[src/rtl/pmp_seq_checker.sv]
// Sequential PMP checker: scans the PMP entries one per cycle against the first and last
// byte of an AXI burst and returns a single allow/deny verdict with the deciding entry index.

module pmp_entry #(
   parameter int unsigned PLEN           = 56,
   parameter int unsigned PMP_LEN        = 54,
   parameter int unsigned PMPGranularity = 2
) (
   input  logic [PLEN-1:0]    addr_i,
   input  logic [PMP_LEN-1:0] conf_addr_i,
   input  logic [PMP_LEN-1:0] conf_addr_prev_i,
   input  logic [1:0]         conf_addr_mode_i,
   output logic               match_o
);

   localparam logic [1:0] MODE_OFF   = 2'd0;
   localparam logic [1:0] MODE_TOR   = 2'd1;
   localparam logic [1:0] MODE_NA4   = 2'd2;
   localparam logic [1:0] MODE_NAPOT = 2'd3;

   logic [PLEN-1:0]    base_s;
   logic [PLEN-1:0]    prev_base_s;
   logic [PLEN-1:0]    mask_s;
   logic [PMP_LEN-1:0] napot_addr_s;
   logic [7:0]         ones_s;
   logic [7:0]         size_s;
   logic               ones_done_s;

   // Region decode: TOR bounds, or a power-of-two window sized by the trailing ones of pmpaddr
   always_comb begin
      base_s       = {conf_addr_i, 2'b00};
      prev_base_s  = {conf_addr_prev_i, 2'b00};
      napot_addr_s = conf_addr_i;
      for (int i = 0; i < int'(PMPGranularity) - 1; i++) begin
         napot_addr_s[i] = 1'b1;
      end
      ones_s      = 8'd0;
      ones_done_s = 1'b0;
      for (int i = 0; i < int'(PMP_LEN); i++) begin
         if (!ones_done_s && napot_addr_s[i]) begin
            ones_s = ones_s + 8'd1;
         end else begin
            ones_done_s = 1'b1;
         end
      end
      if (conf_addr_mode_i == MODE_NA4) begin
         size_s = 8'd2;
      end else begin
         size_s = ones_s + 8'd3;
      end
      mask_s = {PLEN{1'b1}} << size_s;
      case (conf_addr_mode_i)
         MODE_OFF:   match_o = 1'b0;
         MODE_TOR:   match_o = (addr_i >= prev_base_s) && (addr_i < base_s);
         MODE_NA4,
         MODE_NAPOT: match_o = ((addr_i & mask_s) == (base_s & mask_s));
         default:    match_o = 1'b0;
      endcase
   end

endmodule

[config.mk]
export PLATFORM = sky130hd
export DESIGN_NAME = pmp_entry
export DESIGN_NICKNAME = d
export VERILOG_FILES = /design/src/rtl/pmp_seq_checker.sv
export SDC_FILE = /design/constraint.sdc
export NUM_CORES = 1
export LEC_CHECK = 0
export CORE_MARGIN = 2
export CORE_UTILIZATION = 59
export DETAILED_ROUTE_END_ITERATION = 8
export PLACE_DENSITY_LB_ADDON = 0.15
export REMOVE_ABC_BUFFERS = 1
export SYNTH_ARGS = -nofsm -noshare
export SYNTH_HDL_FRONTEND = slang
export SYNTH_SLANG_ARGS = --single-unit
[constraint.sdc]
create_clock -name vclk -period 64.2
set_input_delay 12.84 -clock vclk [all_inputs]
set_output_delay 12.84 -clock vclk [all_outputs]
set_load 0.03 [all_outputs]
==> results of run 1 <==
-- cell type report --
type,instances,area [um2],share of cell area
multi-input cells,1530,10900,0.8104
repair buffers,169,1687,0.1254
inverters,142,533.0,0.03962
well taps,265,331.6,0.02464
-- power by group through the flow --
stage | Sequential, W | Combinational [W] | Clock (W)
6_report | 0 | 0.0000731 | 0
5_1_grt | 0 | 0.0000812 | 0
4_1_cts | 0 | 0.0000720 | 0
3_5_place_dp | 0 | 0.0000715 | 0
3_3_place_gp | 0 | 0.0000700 | 0
2_1_floorplan | 0 | 0.0000432 | 0
-- cells in the mapped netlist, drive strengths merged, types with 34 or more instances --
cell type,n,area share
a21oi,119,0.052
clkbuf,38,0.012
ha,157,0.17
inv,142,0.046
nand2,198,0.064
nand2b,41,0.022
nand3,60,0.027
nand4,45,0.024
nor2,154,0.050
nor2b,34,0.018
nor3,48,0.021
o21ai,114,0.049
xnor2,124,0.11
xor2,71,0.055
-- cells in the final DEF (no fill, tap or decap), types with 11 or more instances in the layout --
cell | synthesis | final
nand2_1 | 197 | 197
clkdlybuf4s50_1 | 0 | 167
ha_1 | 157 | 157
nor2_1 | 154 | 154
inv_1 | 141 | 141
a21oi_1 | 117 | 117
o21ai_0 | 105 | 105
xnor2_1 | 104 | 104
xor2_1 | 68 | 68
nand3_1 | 58 | 58
nor3_1 | 47 | 47
nand4_1 | 45 | 45
nand2b_1 | 41 | 41
nor2b_1 | 34 | 34
mux2i_1 | 31 | 31
and3_1 | 26 | 26
o21a_1 | 26 | 26
and2_1 | 25 | 25
a31oi_1 | 19 | 19
a21o_1 | 18 | 18
o22ai_1 | 18 | 18
a21boi_0 | 16 | 16
xnor2_2 | 15 | 15
or3_1 | 12 | 12
mux2_2 | 11 | 11
-- cell families after synthesis --
group                      count (synthesis)
AOI/OAI and AO/OA                        414
xor gates and xnor gates                 213
adders and majority gates                161
buffers and inverters                    192
muxes                                     44
and+or+nand+nor                          698
-- worst max-delay path: cells and delay by family --
family | cells | cell delay (ns)
xor gates and xnor gates | 2 | 0.39
muxes | 12 | 2.14
AOI/OAI and AO/OA | 46 | 7.86
adders and majority gates | 46 | 14.88
and+or+nand+nor | 58 | 6.97
buffers and inverters | 7 | 1.79
-- stage by stage --
step / setup slack, ns / utilization / instances / area [um2]
final: 4.439 / 0.6936 / 2106 / 13450
after global routing: 1.794 / 0.6936 / 2106 / 13450
after CTS: 4.767 / 0.6936 / 2106 / 13450
after detailed placement: 4.896 / 0.6936 / 2106 / 13450
after global placement: 5.945 / 0.6936 / 2106 / 13450
after floorplan: 9.158 / - / 1672 / 11440
-- per-layer routing --
layer / GRT usage / vias up / share of wire
met5: 0 / - / 0.00027
met4: 0.1134 / 2 / 0.037
li1: - / 6388 / -
met2: 0.6021 / 496 / 0.46
met1: 0.4477 / 5885 / 0.44
met3: 0.04139 / 95 / 0.066
-- worst max path at each step --
| stage | start | endpoint | slack, ns | cells past startpoint |
|---|---|---|---|---|
| 2_1_floorplan | conf_addr_i[2] | match_o | 9.16 | 170 |
| 3_3_place_gp | conf_addr_i[1] | match_o | 5.94 | 171 |
| 3_5_place_dp | conf_addr_i[1] | match_o | 4.90 | 171 |
| 4_1_cts | conf_addr_i[1] | match_o | 4.77 | 171 |
| 5_1_grt | conf_addr_i[1] | match_o | 1.79 | 170 |
| 6_report | conf_addr_i[1] | match_o | 4.44 | 171 |
==> qor.yml, run 1 <==
outcome:
  status: "completed"
timing:
  maxSlewHeadroom: 0.3792
  tightestPinTransition_ns: 0.9214
  fin_tns_setup_ns: 0
  rsz0062_at_grt: "false"
  hold_viol_final: 0
  fin_crit_ns: 59.76
  whs_ns: 27.21
  drv_slew: 0
  finalSetupViolations: 0
  timing.final.crit_share: 0.9309
  clock.fmax_mhz: 16.73
power_and_ir_drop:
  power.share.sequential: 0
  power_frac_clock: 0
  power_leakage_nw: 5.682
  p_int_w: 0.00003241
  p_sw_w: 0.00004069
  p_comb_frac: 1.000
  worst_ir_drop_vdd_mv: 0.003839
  total_power_w: 0.00007310
  power_density_nw_per_um2: 5.433
  p_sw_frac: 0.5566
final_layout:
  area_delta_synth_final_pct: 15.49
  clkbuf_count: 0
  seq_cells: 0
  drive_gt1_frac: 0.03857
  ff_latch_area_um2: 0
  layout.nets: 2166
  fillers: 1771
  diodes: 0
setup_path:
  worstPathRequired_ns: 51.36
  cp-start-kind: "primary input"
  end_kind: "output pin"
  worst_ep_arrival_time_ns: 46.92
  crit_type: "in2out"
  cpMostUsedCell: "ha_1"
  worstPathMaxFanout: 12
  slowest_stage: "clkdlybuf4s50_1"
  slowest_delay_ns: 0.68
grt:
  grt_start_max_net_pins: 16
  track_usage: 0.3475
  grt_overflow: 0
  grt_pass1_wl_mm: 59.03
  antenna_found_initial: 1
  grt_pass1_vias: 12107
route:
  drt_first_pass_iters: 6
  routed_wirelength_mm: 36.97
  detail-route-antenna-nets: 0
  drt_iter0_markers: 871
  dr_total_vias: 12866
  drc: 0
  wire_per_inst_um: 17.55
  post_drt_via_cell_ratio: 6.109
yosys:
  synthAdderAreaFrac: 0.1721
  synth_cells: 1722
  synthSimpleGateAreaFrac: 0.2974
  seq_area_frac_synth: 0
  synth_warnings: 0
  synth_area_um2: 11650
  syn_avg_cell_area_um2: 6.765
  synth_xor_area_frac: 0.2019
  ys_types: 92
  synth_top_family_by_area: "simple AND/OR/NAND/NOR gates"
  synthMuxAreaShare: 0.04017
  synth-compound-area-share: 0.2244
worst_hold_path:
  hold_depth: 5
  worstHoldPathType: "in2out"
  min_from: "conf_addr_mode_i[0]"
  holdPathEnd: "match_o"
clock_network:
  holdBufCountCts: 0
  cts.repair.resized: 0
  post_cts_buffers: 0
die:
  core-area_um2: 19400
  rows: 51
  die_h_um: 144.5
  dieArea_um2: 20890
  initial_utilization: 0.6006
  die_w_um: 144.5
  num_io_pins: 167
placement:
  place_congestion: 0.9561
  port_buffers: 167
  hpwl_mm: 31.91
job:
  drv_cap: 0
Power figures use the tool's default switching activity.
==> inputs of run 2 (changes only) <==
--- a/config.mk
+++ b/config.mk
@@ -5,9 +5,11 @@
 export SDC_FILE = /design/constraint.sdc
 export NUM_CORES = 1
 export LEC_CHECK = 0
+export ABC_AREA = 0
 export CORE_MARGIN = 2
-export CORE_UTILIZATION = 59
+export CORE_UTILIZATION = 60
 export DETAILED_ROUTE_END_ITERATION = 8
+export DONT_BUFFER_PORTS = 1
 export PLACE_DENSITY_LB_ADDON = 0.15
 export REMOVE_ABC_BUFFERS = 1
 export SYNTH_ARGS = -nofsm -noshare
==> qor.yml, run 2 (same netlist as run 1, synthesis figures left out) <==
final_layout:
  clkbuf_count: 0
  layout_common_cells: "nand2_1 (197), ha_1 (157), nor2_1 (154), inv_1 (141), a21oi_1 (117)"
  ff_latch_area_um2: 0
  layout.nets: 1998
  drive_gt1_frac: 0.04184
  area_delta_synth_final_pct: 1.042
  final_cells: 1934
  seq_cells: 0
  layout_commonest_cell: "nand2_1"
timing:
  finalSetupViolations: 0
  clock.fmax_mhz: 17.11
  fin_crit_ns: 58.46
  tightestPinTransition_ns: 1.046
  hold_viol_final: 0
  fin_tns_setup_ns: 0
  drv_slew: 0
  timing.final.crit_share: 0.9106
  maxSlewHeadroom: 0.2961
  rsz0062_at_grt: "false"
placement:
  port_buffers: 0
  place_congestion: 1.015
  hpwl_mm: 30.65
  dp_cells: 1933
worst_hold_path:
  worstHoldPathType: "in2out"
  hold_depth: 2
clock_network:
  post_cts_buffers: 0
  holdBufCountCts: 0
  cts.repair.resized: 0
die:
  core-area_um2: 18890
  die_w_um: 143.3
  num_io_pins: 167
  rows: 50
  dieArea_um2: 20550
  initial_utilization: 0.6166
  die_h_um: 143.3
setup_path:
  worstPathMaxFanout: 12
  slowest_delay_ns: 0.59
  end_kind: "output pin"
  cpLargestDelayFamily: "adder cells"
  crit_type: "in2out"
  cpMostUsedCell: "ha_1"
  worst_ep_arrival_time_ns: 45.62
  path_depth: 168
  worstPathRequired_ns: 51.36
  slowest_stage: "nor4_1"
  critPathBufInv: 5
  cp-start-kind: "primary input"
route:
  detail-route-antenna-nets: 0
  drt_first_pass_iters: 6
  drt_iter0_markers: 1144
  wire_per_inst_um: 18.42
  dr_total_vias: 12208
  routed_wirelength_mm: 35.63
  drc: 0
  post_drt_via_cell_ratio: 6.312
power_and_ir_drop:
  worst_ir_drop_vdd_mv: 0.002935
  power_leakage_nw: 5.024
  power_density_nw_per_um2: 4.805
  total_power_w: 0.00005656
grt:
  grt_start_max_net_pins: 16
  grt_pass1_wl_mm: 57.35
  grt_pass1_vias: 11445
  track_usage: 0.3396
  grt_overflow: 0
  antenna_found_initial: 1
outcome:
  status: "completed"
job:
  drv_cap: 0
## run 2: changes by cell type in the layout (fill, tap and decap cells not counted)
cell / before / now
diode_2: 0 / 1
clkdlybuf4s50_1: 167 / 0
buf_4: 2 / 1
## run 2: path summary, 6_finish.rpt
check                 from      end  slack [ns]
max         conf_addr_i[2]  match_o        5.74
min    conf_addr_mode_i[1]  match_o       26.13
## run 2: routing by layer
layer	up-vias	global-route usage	wire (um)
li1	6023	-	-
met1	5632	0.4600	15740
met2	490	0.5611	15840
met3	63	0.05665	2996
met4	0	0.08617	1058
met5	-	0	0
## run 2: metrics by stage
step	hold slack, ns	setup WS [ns]	instance area [um2]	util
2_1_floorplan	26.07	9.158	11440	-
3_3_place_gp	26.13	7.340	11770	0.6229
3_5_place_dp	26.13	6.301	11770	0.6229
4_1_cts	26.13	6.172	11770	0.6229
5_1_grt	26.14	3.240	11770	0.6229
6_report	26.13	5.741	11770	0.6230
## run 2: power breakdown
part	internal [W]	leakage (nW)	switching, W
Clock	0.00000000000209	0.00000634	0
Combinational	0.0000239	5.02	0.0000327
Sequential	0	0	0
## run 2: cell type report
cell class | count | area, um2
tap | 260 | 325.3
inverter | 142 | 533.0
fill | 1848 | 7122
multi-input combinational | 1530 | 10900
timing repair buffer | 1 | 7.507
antenna | 1 | 2.502
